[src/rtl/mac_lane_array.sv]
`default_nettype none
// ============================================================================
// Module      : mac_lane_array
// Description : Multi-lane multiply-accumulate neuron. Each accepted beat
//               carries LANES activation/weight pairs whose products are
//               summed and accumulated over ACC_LEN beats on top of a signed
//               bias. Optional saturation and ReLU are applied, and one
//               result per group is presented on a valid/ready output.
// Revision    : 1.0 - initial release
// ============================================================================
module mac_lane_array #(
    parameter int IN_BITWIDTH  = 16,
    parameter int OUT_BITWIDTH = 32,
    parameter int B_BITS       = 15,
    parameter int LANES        = 4,
    parameter int ACC_LEN      = 3,
    parameter int SATURATE     = 1,
    parameter int RELU         = 0
) (
    input  logic                                clk,
    input  logic                                rst,
    input  logic                                in_valid,
    output logic                                in_ready,
    input  logic [LANES*IN_BITWIDTH-1:0]        a_in,
    input  logic [LANES*IN_BITWIDTH-1:0]        w_in,
    input  logic signed [B_BITS:0]              bias,
    output logic                                out_valid,
    input  logic                                out_ready,
    output logic signed [OUT_BITWIDTH-1:0]      out_data,
    output logic                                out_sat,
    output logic [31:0]                         beat_cnt
);

    localparam int C_PROD_W = 2 * IN_BITWIDTH;
    localparam int C_SUM_W  = OUT_BITWIDTH + C_PROD_W + $clog2(LANES) + 1;
    localparam logic [31:0] C_LAST_BEAT = 32'(ACC_LEN - 1);

    // Representable result range, sign-extended to the full summation width
    localparam logic signed [C_SUM_W-1:0] C_MAX =
        {{(C_SUM_W-OUT_BITWIDTH+1){1'b0}}, {(OUT_BITWIDTH-1){1'b1}}};
    localparam logic signed [C_SUM_W-1:0] C_MIN =
        {{(C_SUM_W-OUT_BITWIDTH+1){1'b1}}, {(OUT_BITWIDTH-1){1'b0}}};

    // ------------------------------------------------------------------------
    // State
    // ------------------------------------------------------------------------
    logic [31:0]                    beat_cnt_q, beat_cnt_d;
    logic signed [C_PROD_W-1:0]     prod_q [LANES];
    logic signed [C_PROD_W-1:0]     prod_d [LANES];
    logic                           p_valid_q, p_valid_d;
    logic                           p_first_q, p_first_d;
    logic                           p_last_q,  p_last_d;
    logic signed [B_BITS:0]         p_bias_q,  p_bias_d;

    logic signed [OUT_BITWIDTH-1:0] acc_q, acc_d;
    logic                           sticky_q, sticky_d;
    logic                           out_valid_q, out_valid_d;
    logic signed [OUT_BITWIDTH-1:0] out_data_q, out_data_d;
    logic                           out_sat_q, out_sat_d;

    logic                           w_accept;
    logic signed [C_PROD_W-1:0]     w_lane_prod [LANES];
    logic signed [C_SUM_W-1:0]      w_sum;
    logic                           w_over;
    logic                           w_under;
    logic                           w_clamp;
    logic                           w_sticky;
    logic signed [OUT_BITWIDTH-1:0] w_result;

    // A held output stalls everything; a last beat sitting in stage P costs one
    // bubble so two group results can never land in the output register together.
    assign in_ready = !(out_valid_q && !out_ready) && !(p_valid_q && p_last_q);
    assign w_accept = in_valid && in_ready;

    assign out_valid = out_valid_q;
    assign out_data  = out_data_q;
    assign out_sat   = out_sat_q;
    assign beat_cnt  = beat_cnt_q;

    // Per-lane full-precision signed products
    generate
        for (genvar gi = 0; gi < LANES; gi++) begin : g_lane
            assign w_lane_prod[gi] = $signed(a_in[gi*IN_BITWIDTH +: IN_BITWIDTH])
                                   * $signed(w_in[gi*IN_BITWIDTH +: IN_BITWIDTH]);
        end
    endgenerate

    // Stage P: capture products, group position flags and bias on accepted beats
    always_comb begin
        beat_cnt_d = beat_cnt_q;
        p_valid_d  = 1'b0;
        p_first_d  = p_first_q;
        p_last_d   = p_last_q;
        p_bias_d   = p_bias_q;
        for (int i = 0; i < LANES; i++) begin
            prod_d[i] = prod_q[i];
        end
        if (w_accept) begin
            p_valid_d = 1'b1;
            p_first_d = (beat_cnt_q == '0);
            p_last_d  = (beat_cnt_q == C_LAST_BEAT);
            if (beat_cnt_q == '0) begin
                p_bias_d = bias;
            end
            for (int i = 0; i < LANES; i++) begin
                prod_d[i] = w_lane_prod[i];
            end
            beat_cnt_d = (beat_cnt_q == C_LAST_BEAT) ? '0 : beat_cnt_q + 32'd1;
        end
    end

    // Stage A arithmetic: full-width sum, then clamp or wrap to the result width
    always_comb begin
        w_sum = p_first_q ? C_SUM_W'(p_bias_q) : C_SUM_W'(acc_q);
        for (int i = 0; i < LANES; i++) begin
            w_sum = w_sum + C_SUM_W'(prod_q[i]);
        end
        w_over  = (w_sum > C_MAX);
        w_under = (w_sum < C_MIN);
        if (SATURATE != 0) begin
            w_clamp = w_over || w_under;
            if (w_over) begin
                w_result = C_MAX[OUT_BITWIDTH-1:0];
            end else if (w_under) begin
                w_result = C_MIN[OUT_BITWIDTH-1:0];
            end else begin
                w_result = w_sum[OUT_BITWIDTH-1:0];
            end
        end else begin
            w_clamp  = 1'b0;
            w_result = w_sum[OUT_BITWIDTH-1:0];
        end
        // Sticky clamp flag restarts with each group's first beat
        w_sticky = (p_first_q ? 1'b0 : sticky_q) || w_clamp;
    end

    // Stage A state update and output register with valid/ready hold
    always_comb begin
        acc_d       = acc_q;
        sticky_d    = sticky_q;
        out_valid_d = out_valid_q && !out_ready;
        out_data_d  = out_data_q;
        out_sat_d   = out_sat_q;
        if (p_valid_q) begin
            acc_d    = w_result;
            sticky_d = w_sticky;
            if (p_last_q) begin
                out_valid_d = 1'b1;
                out_data_d  = ((RELU != 0) && w_result[OUT_BITWIDTH-1]) ? '0 : w_result;
                out_sat_d   = w_sticky;
            end
        end
    end

    // State registers with synchronous reset; a partial group is discarded
    always_ff @(posedge clk) begin
        if (rst) begin
            beat_cnt_q  <= '0;
            p_valid_q   <= 1'b0;
            p_first_q   <= 1'b0;
            p_last_q    <= 1'b0;
            p_bias_q    <= '0;
            for (int i = 0; i < LANES; i++) begin
                prod_q[i] <= '0;
            end
            acc_q       <= '0;
            sticky_q    <= 1'b0;
            out_valid_q <= 1'b0;
            out_data_q  <= '0;
            out_sat_q   <= 1'b0;
        end else begin
            beat_cnt_q  <= beat_cnt_d;
            p_valid_q   <= p_valid_d;
            p_first_q   <= p_first_d;
            p_last_q    <= p_last_d;
            p_bias_q    <= p_bias_d;
            for (int i = 0; i < LANES; i++) begin
                prod_q[i] <= prod_d[i];
            end
            acc_q       <= acc_d;
            sticky_q    <= sticky_d;
            out_valid_q <= out_valid_d;
            out_data_q  <= out_data_d;
            out_sat_q   <= out_sat_d;
        end
    end

endmodule
`default_nettype wire

[config.mk]
export PLATFORM = sky130hd
export DESIGN_NAME = mac_lane_array
export DESIGN_NICKNAME = d
export VERILOG_FILES = /design/src/rtl/mac_lane_array.sv
export SDC_FILE = /design/constraint.sdc
export NUM_CORES = 2
export LEC_CHECK = 0
export ABC_CLOCK_PERIOD_IN_PS = 8700
export CAP_MARGIN = 20
export CORE_MARGIN = 2
export CORE_UTILIZATION = 55
export CTS_CLUSTER_DIAMETER = 40
export CTS_CLUSTER_SIZE = 16
export DETAILED_ROUTE_END_ITERATION = 16
export GPL_TIMING_DRIVEN = 1
export PLACE_DENSITY = 0.82
export REMOVE_ABC_BUFFERS = 1
export SLEW_MARGIN = 10
export SYNTH_ARGS = -nofsm -noshare
export SYNTH_HDL_FRONTEND = slang
export SYNTH_SLANG_ARGS = --single-unit
export TNS_END_PERCENT = 20
[constraint.sdc]
create_clock -name clk -period 8.7 [get_ports clk]
set_input_delay 1.74 -clock clk [delete_from_list [all_inputs] [get_ports clk]]
set_output_delay 1.74 -clock clk [all_outputs]
set_load 0.005 [all_outputs]
==> metrics.yaml <==
status: "complete, no violations"
synth-main-ff-cell: "dfxtp_1"
cts_resized: 0
drc: 0
synth_edf_count: 0
wl_per_cell_um: 18.5
hold_violations: 0
async_reset_ff_frac: 0
layout_commonest_cell: "inv_1"
vias: 40000
drive_gt1_frac: 0.0387
vias_per_cell: 5.47
drv_cap: 0
slew_violations: 0
crit_fanout: 8
synth_cell_types: 79
grt_first_pass_wirelength_um: 221000
worstPathRequired_ps: 9100
hold-worst-slack_ps: 456
core_area_um2: 94700
dp_hpwl_um: 115000
ant_nets: 0
dp.cells: 7272
grt.overflow.total: 0
setup_viol: 0
clkTransAtPathRegs_ps: 70
drt_wl_total_um: 135000
syn_to_final_growth_pct: 9.52
layout_common_cells: "inv_1, fa_1, nand2_1"
first_pass_iters: 6
ys_seq_elements: 246
die_x_um: 313
stdcell_count: 7319
cts_setup_buffers: 0
rows: 113
grt_pass1_vias: 43300
antenna_found_initial: 2
cts_root_buf: "clkbuf_16"
ys_warn_count: 0
port_buffers: 214
final_nets: 7698
skew_ps: 30.9
die_h_um: 313
grt_usage: 0.284
max_slew_margin: 0.364
ios: 215
critPathKind: "input pin to register"
clock_insertion_delay_worst_skew_ps: 570
n_antenna_cell: 0
grt_max_degree: 76
synth_area_um2: 52400
hold_buffers: 0
cp-end-kind: "register"
gp_congestion: 0.930
tightest_slew_ps: 954
synth_cells: 5852
min_period_ps: 8200
max_freq_ghz: 0.122
die_area_um2: 97800
h-tree-depth: 1
numCtsBuffers: 27
drt_iter0_drc: 2849
final.period_utilization: 0.942
rsz0062_at_grt: "no"
cts_tree: "done"
pre_cts_ws_ps: -33.4
arrival_ps: 8600
ys_seq_area_frac: 0.0940
initial_core_util: 0.553
min-delay-path-class: "register to register"
clock_path_buffers: 3
worstSetupStartpointType: "input pin"
cts.sink_count: 246
setup_ws_ps: 501
synth.avg_cell_area_um2: 8.95
[layout make-up]
| cell class | instances | area [um^2] |
|---|---|---|
| fill | 7980 | 37300 |
| tap | 1265 | 1580 |
| multi-input combinational | 4003 | 41400 |
| clock buffer | 27 | 676 |
| timing repair buffer | 366 | 3290 |
| inverter | 1393 | 5230 |
| sequential | 246 | 4920 |
| clock inverter | 19 | 283 |
[metal layers]
layer,global-route usage,part of all wire,up-vias
met5,0,0.00016,-
met4,0.114,0.047,4
met3,0.0339,0.063,359
met2,0.479,0.49,1438
met1,0.376,0.40,20300
li1,-,-,17900
[synthesized netlist by cell type, types with 75 or more instances]
cell type | count | area, um^2
nand2b_1 | 75 | 469
a21oi_1 | 245 | 1230
xnor2_1 | 131 | 1150
inv_1 | 1391 | 5220
dfxtp_1 | 246 | 4920
and2_1 | 399 | 2500
clkbuf_1 | 185 | 694
nor2_1 | 151 | 567
ha_1 | 367 | 4590
o21ai_0 | 76 | 380
fa_1 | 1146 | 22900
nand2_1 | 840 | 3150
[sequential cells by signal (all words and copies together) (netlist names)]
signal	flops
p_valid_q	1
p_last_q	1
p_first_q	1
acc_q	32
out_sat	1
beat_cnt	32
prod_q	128
out_valid	1
sticky_q	1
out_data	32
p_bias_q	16
[kinds of logic after synthesis]
logic type      synth area share
buf+inv                    0.116
mux                      0.00652
simple gates               0.150
fa+ha+maj                  0.526
flops                     0.0940
xor+xnor                  0.0311
compound gates            0.0766
[stage by stage]
step / cell area [um^2] / setup TNS (ps) / util
floorplan: 51500 / 0 / -
global placement: 56400 / 0 / 0.595
detailed placement: 56400 / -33.4 / 0.595
CTS: 57400 / 0 / 0.606
global route: 57400 / 0 / 0.606
finish: 57400 / 0 / 0.606
[worst max-delay path, stage by stage]
cell and delay, ps:
clkdlybuf4s50_1 710, nand2_1 140, fa_1 550, inv_1 60, fa_1 570, fa_1 460
fa_1 550, inv_1 50, fa_1 470, inv_1 50, fa_1 450, ha_1 350
a21oi_1 220, inv_1 80, a2111oi_0 400, o31a_1 240, o311ai_1 180, a221oi_1 460
o21bai_1 100, a21o_1 230, a41oi_1 320, a211o_1 180, a41oi_1 40
[worst paths after layout]
path,startpoint,depth (start not counted),to,slack [ps]
max,w_in[17],23,prod_q[1][31],500
min,prod_q[3][27],2,prod_q[3][27],460
max reg2reg,p_first_q,21,acc_q[11],2220
min reg2reg,prod_q[3][27],2,prod_q[3][27],460
Power is not shown: default switching activity piles up to over one toggle a cycle in this logic, so the estimate is an artifact.
